--- src/rtl/ibex_rvfi_trace_fifo.sv ---
// Captures one compact record per RVFI retirement into a circular buffer and streams it out via valid/ready.
// Also keeps a saturating count of records lost to overflow and a sticky rvfi_order discontinuity flag.
module ibex_rvfi_trace_fifo #(
  parameter int unsigned Depth        = 8,
  parameter int unsigned DropCntWidth = 16
) (
  input  logic                       clk_i,
  input  logic                       rst_ni,
  input  logic                       clear_i,
  input  logic                       rvfi_valid,
  input  logic [63:0]                rvfi_order,
  input  logic [31:0]                rvfi_insn,
  input  logic                       rvfi_trap,
  input  logic                       rvfi_intr,
  input  logic [31:0]                rvfi_pc_rdata,
  input  logic [4:0]                 rvfi_rd_addr,
  input  logic [31:0]                rvfi_rd_wdata,
  input  logic [31:0]                rvfi_mem_addr,
  input  logic [3:0]                 rvfi_mem_rmask,
  input  logic [3:0]                 rvfi_mem_wmask,
  output logic                       trace_valid_o,
  input  logic                       trace_ready_i,
  output logic [31:0]                trace_pc_o,
  output logic [31:0]                trace_insn_o,
  output logic [31:0]                trace_rd_wdata_o,
  output logic [31:0]                trace_mem_addr_o,
  output logic [4:0]                 trace_rd_addr_o,
  output logic [7:0]                 trace_mem_mask_o,
  output logic [1:0]                 trace_flags_o,
  output logic [15:0]                trace_seq_o,
  output logic [$clog2(Depth):0]     level_o,
  output logic [DropCntWidth-1:0]    drop_cnt_o,
  output logic                       order_err_o
);

  localparam int unsigned AW = $clog2(Depth);
  localparam int unsigned CW = AW + 1;

  typedef struct packed {
    logic [15:0] seq;
    logic [1:0]  flags;
    logic [7:0]  mask;
    logic [4:0]  rd_addr;
    logic [31:0] mem_addr;
    logic [31:0] rd_wdata;
    logic [31:0] insn;
    logic [31:0] pc;
  } rec_t;

  rec_t                    mem_q [Depth];
  rec_t                    wr_rec, rd_rec;
  logic [AW-1:0]           wptr_q, wptr_d, rptr_q, rptr_d;
  // The count needs one extra bit so that a full buffer is distinguishable from an empty one.
  logic [CW-1:0]           cnt_q, cnt_d;
  logic [DropCntWidth-1:0] drop_q, drop_d;
  logic                    err_q, err_d;
  logic [63:0]             last_q, last_d;
  logic                    seen_q, seen_d;
  logic                    full, push, pop, drop, order_bad;

  assign full      = (cnt_q == CW'(Depth));
  assign pop       = trace_valid_o && trace_ready_i;
  assign push      = rvfi_valid && (!full || pop);
  assign drop      = rvfi_valid && !push;
  // Checked on every retirement, dropped ones included, so losses never mask a gap.
  assign order_bad = rvfi_valid && seen_q && (rvfi_order != last_q + 64'd1);

  assign wr_rec = '{seq:      rvfi_order[15:0],
                    flags:    {rvfi_intr, rvfi_trap},
                    mask:     {rvfi_mem_wmask, rvfi_mem_rmask},
                    rd_addr:  rvfi_rd_addr,
                    mem_addr: rvfi_mem_addr,
                    rd_wdata: rvfi_rd_wdata,
                    insn:     rvfi_insn,
                    pc:       rvfi_pc_rdata};

  always_comb begin
    wptr_d = push ? wptr_q + AW'(1) : wptr_q;
    rptr_d = pop  ? rptr_q + AW'(1) : rptr_q;
    cnt_d  = cnt_q;
    case ({push, pop})
      2'b10:   cnt_d = cnt_q + CW'(1);
      2'b01:   cnt_d = cnt_q - CW'(1);
      default: cnt_d = cnt_q;
    endcase
    // A same-cycle event beats clear so that nothing is silently lost.
    if (clear_i) begin
      drop_d = {{(DropCntWidth-1){1'b0}}, drop};
      err_d  = order_bad;
    end else begin
      drop_d = (drop && !(&drop_q)) ? drop_q + DropCntWidth'(1) : drop_q;
      err_d  = err_q | order_bad;
    end
    last_d = rvfi_valid ? rvfi_order : last_q;
    seen_d = seen_q | rvfi_valid;
  end

  always_ff @(posedge clk_i) begin
    if (!rst_ni) begin
      wptr_q <= '0;
      rptr_q <= '0;
      cnt_q  <= '0;
      drop_q <= '0;
      err_q  <= 1'b0;
      last_q <= '0;
      seen_q <= 1'b0;
    end else begin
      wptr_q <= wptr_d;
      rptr_q <= rptr_d;
      cnt_q  <= cnt_d;
      drop_q <= drop_d;
      err_q  <= err_d;
      last_q <= last_d;
      seen_q <= seen_d;
    end
  end

  // Only entry 0 is cleared: it is the head after reset, so the outputs read zero.
  always_ff @(posedge clk_i) begin
    if (!rst_ni) begin
      mem_q[0] <= '0;
    end else if (push) begin
      mem_q[wptr_q] <= wr_rec;
    end
  end

  assign rd_rec           = mem_q[rptr_q];
  assign trace_valid_o    = (cnt_q != '0);
  assign trace_pc_o       = rd_rec.pc;
  assign trace_insn_o     = rd_rec.insn;
  assign trace_rd_wdata_o = rd_rec.rd_wdata;
  assign trace_mem_addr_o = rd_rec.mem_addr;
  assign trace_rd_addr_o  = rd_rec.rd_addr;
  assign trace_mem_mask_o = rd_rec.mask;
  assign trace_flags_o    = rd_rec.flags;
  assign trace_seq_o      = rd_rec.seq;
  assign level_o          = cnt_q;
  assign drop_cnt_o       = drop_q;
  assign order_err_o      = err_q;

endmodule

--- config.mk ---
export PLATFORM = sky130hd
export DESIGN_NAME = ibex_rvfi_trace_fifo
export DESIGN_NICKNAME = d
export VERILOG_FILES = /design/src/rtl/ibex_rvfi_trace_fifo.sv
export SDC_FILE = /design/constraint.sdc
export NUM_CORES = 1
export LEC_CHECK = 0
export ABC_AREA = 1
export BUFFER_PORTS_ARGS = -buffer_cell sky130_fd_sc_hd__buf_2
export CELL_PAD_IN_SITES_DETAIL_PLACEMENT = 1
export CELL_PAD_IN_SITES_GLOBAL_PLACEMENT = 2
export CORE_AREA = 3 3 258 514
export DETAILED_ROUTE_END_ITERATION = 12
export DIE_AREA = 0 0 261 517
export GPL_ROUTABILITY_DRIVEN = 1
export PLACE_DENSITY = 0.95
export SLEW_MARGIN = 20
export SYNTH_ARGS = -nofsm -noshare
export SYNTH_HDL_FRONTEND = slang
export SYNTH_SLANG_ARGS = --single-unit
--- constraint.sdc ---
create_clock -name clk_i -period 18.2 [get_ports clk_i]
set_clock_uncertainty 0.15 [all_clocks]
set_input_delay 2.73 -clock clk_i [delete_from_list [all_inputs] [get_ports clk_i]]
set_output_delay 2.73 -clock clk_i [all_outputs]
set_load 0.02 [all_outputs]
# Word level (Yosys, flattened, before mapping)
# Memory sizes are Yosys's and may differ from the RTL's. A register that Yosys moved wholly into a read port is not among the register bits.
# Index checks and enable logic that the tools add are counted.
# totals
register_bits,92
ram_bits,1272
in_bits,212
output_inout_bits,181
word_cells,51
n_memories,1
# classes
n_addsub,6
eq_ne,4
muxes,13
n_bitwise,3
n_reduce_logical,16
# mem_list
name,words,word_bits,read_ports,rd_clocked_by_memory_dff,write_ports,line,source
mem_q,8,159,1,1,1,50,rec_t mem_q [Depth];
# op_table
op,n
159-bit 2-to-1 mux,1
159-bit OR reduction,1
"64-bit by 1-bit adder with 64-bit output, second input constant",1
64-bit != test,1
"16-bit by 1-bit adder with 16-bit output, second input constant",1
16-bit AND reduction,1
3-bit 2-to-1 mux,3
1-bit 2-to-1 mux,8
4-bit one-hot mux with 2 select lines,1
"3-bit by 1-bit adder with 3-bit output, second input constant",2
1-bit logical AND,6
"4-bit by 1-bit adder with 4-bit output, second input constant",1
"4-bit equality test, second input constant",1
2-bit nonzero test,2
4-bit nonzero test,1
"4-bit by 1-bit subtractor with 4-bit output, second input constant",1
1-bit logical NOT,3
"2-bit by 1-bit equality test with 1-bit output, second input constant",1
"2-bit equality test, second input constant",1
1-bit bitwise OR,2
2-bit OR reduction,1
1-bit logical OR,1
1-bit NOT,1

# Longest topological paths before layout
# depth
ltp_word,9
ltp_mapped,18
ltp_nobuf,18

# Worst setup path after synthesis
# No wires, ideal clock.
# synth_timing
path_type,input to register
from,input rst_ni
to,"memory mem_q[2][0] in the netlist's numbering, enable pin"
setup_ns,0.679
arrival_ns,10.413
required_time_ns,17.371
path_slack_ns,6.957
path_stages,8
path_cell_list,clkbuf_1 inv_1 nor2_1 inv_2 clkbuf_1 nor2_1 nand2_1 nor2_1
# synth_via
elab_chain_cells,4
word_cells_on_any_way,6
cone_classes,5 x mux; 1 x reduce/logical
# synth_lines
item,line,source
from (decl),8,"input logic rst_ni,"
1-bit 2-to-1 mux,120,if (!rst_ni) begin
1-bit 2-to-1 mux (implied by the code),123,mem_q[wptr_q] <= wr_rec;
159-bit OR reduction (no line),--,
3-bit 2-to-1 mux (no line) / 1-bit 2-to-1 mux (equally long branches),--,
to (decl),50,
# Parallel ways exist; a longest one is shown, timed or not.

==> flow_summary.json <==
{
  "tns_ns": 0,
  "synth-warning-count": 0,
  "clock_sinks": 1367,
  "grt_pass1_wl_mm": 258,
  "root_buffer": "clkbuf_16",
  "cp-start-kind": "flip-flop",
  "min_period_over_period": 0.451,
  "die-area_um2": 135000,
  "die_h_um": 517,
  "clk_latency_ns": 0.71,
  "slew_violations": 0,
  "fin_ws_ns": 9.99,
  "worstPathCellList": "buf_4, buf_4, buf_4, nor2_1, nor2_1, o21ai_0, a31oi_1, buf_2",
  "ys.flop_type": "edfxtp_1",
  "clkTransAtPathRegs_ns": 0.07,
  "wl_mm": 172,
  "cts_tree": "yes",
  "syn_area_per_cell_um2": 11.1,
  "drc_errors": 0,
  "p_leak_nw": 23.1,
  "yosysSeqAreaShare": 0.708,
  "hpwlAfterDp_mm": 102,
  "htreeDepth": 3,
  "power_density_nw_per_um2": 123,
  "dieWidth_um": 261,
  "cts_resized": 0,
  "post_drt_wl_per_cell_um": 24.0,
  "drt-initial-drc-count": 2801,
  "final_layout_size_suffix_gt1_frac": 0.124,
  "crit_arrival_ns": 5.33,
  "ioPinCount": 393,
  "max_cap_violations": 0,
  "final_cell_mix": "nor2_1 (1,494), edfxtp_1 (1,272), o21ai_0 (722)",
  "place_area_um2": 60100,
  "antenna_found_initial": 12,
  "hold_buffers": 0,
  "ir_drop_mv": 0.0816,
  "critPathKind": "reg2out",
  "syn_area_um2": 56600,
  "cp_max_fo": 86,
  "crit_path_top_delay_cell": "buf_4",
  "syn_nets": 5305,
  "final_cell_area_um2": 64100,
  "grt.total_usage": 0.252,
  "slew_headroom": 0.222,
  "postSynthCellCount": 5086,
  "setup_violations": 0,
  "gr-total-overflow": 0,
  "grt_pass1_vias": 43700,
  "initial_utilization": 0.440,
  "end_kind": "output pin",
  "clockBufferDepth": 3,
  "crit_top_cell": "buf_4",
  "synth_edf_count": 1272,
  "grt_max_degree": 263,
  "port_buffers": 392,
  "fp.coreArea_um2": 129000,
  "cts_buffers": 114,
  "drt-vias-per-instance": 5.61,
  "worst_pin_slew_ns": 1.17,
  "num-nets-final": 5574,
  "drtPass1Iterations": 5,
  "antenna_left": 0,
  "layout_commonest_cell": "nor2_1",
  "final_util": 0.498,
  "postCtsSetupBuffers": 0,
  "fmax_mhz": 122,
  "hold_violations": 0,
  "area_growth_pct": 13.2,
  "synthArstFlopShare": 0,
  "outcome": "finished clean",
  "rsz0062_at_grt": "no",
  "reg2reg_slack_ns": 12.63,
  "min_path_type": "reg2reg",
  "required_ns": 15.32,
  "ys_ff_latch": 1367,
  "cp_slowest_stage_delay_ns": 0.84,
  "dp_slack_ns": 10.19,
  "fin_crit_ns": 8.21,
  "rows": 186,
  "hold_slack_ns": 0.306,
  "synth_cell_types": 38,
  "gp_congestion": 0.961,
  "vias": 40200,
  "n_fill_cell": 13800
}
## layout make-up
cell class,instances,area (µm²),share of cell area
well taps,1692,2120,0.0330
repair buffers,441,2410,0.0376
clock inverters,77,891,0.0139
inverters,293,1130,0.0176
diodes,9,22.5,0.000351
clock buffers,139,3070,0.0479
multi-input cells,3138,14400,0.224
flip-flops and latches,1367,40100,0.625
## sequential cells by signal, summed over array words and instances (netlist names), named ones only
register	cells
drop_cnt_o	16
last_q	64
level_o	4
mem_q	1272
order_err_o	1
rptr_q	3
seen_q	1
wptr_q	3
## metrics by stage
stage	cells	power [mW]
2_1_floorplan	5086	4.75
4_1_cts	7147	7.97
3_3_place_gp	6931	5.32
6_report	7156	7.91
3_5_place_dp	6931	5.39
5_1_grt	7149	8.25
## critical path, delay by kind of cell (launching register included)
family | cells | cell delay, ns
buffers and inverters | 4 | 2.71
AOI/OAI and AO/OA | 2 | 0.71
DFF | 1 | 0.74
and+or+nand+nor | 2 | 0.28
## path summary, 6_finish.rpt
| check | startpoint | endpoint | cells past startpoint |
|---|---|---|---|
| min reg2reg | order_err_o | order_err_o | 2 |
| min | order_err_o | order_err_o | 2 |
| max | flip-flop | trace_mem_addr_o[5] | 8 |
| max reg2reg | level_o[0] | mem_q[0][42] | 10 |
## power breakdown
part / total, mW / switching (mW) / internal, mW
registers: 3.59 / 0.0557 / 3.53
logic: 1.74 / 1.26 / 0.475
clock network: 2.59 / 1.17 / 1.43
## cells by family (layout without fill, tap and decap cells)
group / Yosys count / after routing / share of synthesized area
and+or+nand+nor: 1960 / 1960 / 0.136
DFF: 1367 / 1367 / 0.708
AOI/OAI and AO/OA: 1109 / 1109 / 0.106
buffers and inverters: 581 / 950 / 0.0392
xor gates and xnor gates: 62 / 62 / 0.00959
adders and majority gates: 7 / 7 / 0.00168
other: 0 / 9 / 0
## cells in the mapped netlist (22+ instances only)
library cell,number,area share
o21ai_0,722,0.064
buf_1,30,0.0020
clkbuf_1,234,0.016
xor2_1,41,0.0063
o22ai_1,159,0.018
a21oi_1,52,0.0046
dfxtp_1,95,0.034
edfxtp_1,1272,0.67
inv_1,289,0.019
a31oi_1,160,0.018
nand3_1,63,0.0056
nand2_1,321,0.021
buf_2,22,0.0019
nor2_1,1502,0.10
## per-layer routing
metal | global-route usage | wire length, µm | vias to the layer above
li1 | - | - | 18200
met1 | 0.282 | 62900 | 20400
met2 | 0.464 | 92000 | 1143
met3 | 0.0351 | 8420 | 354
met4 | 0.126 | 8700 | 6
met5 | 0 | 40 | -
Power figures use the tool's default switching activity.
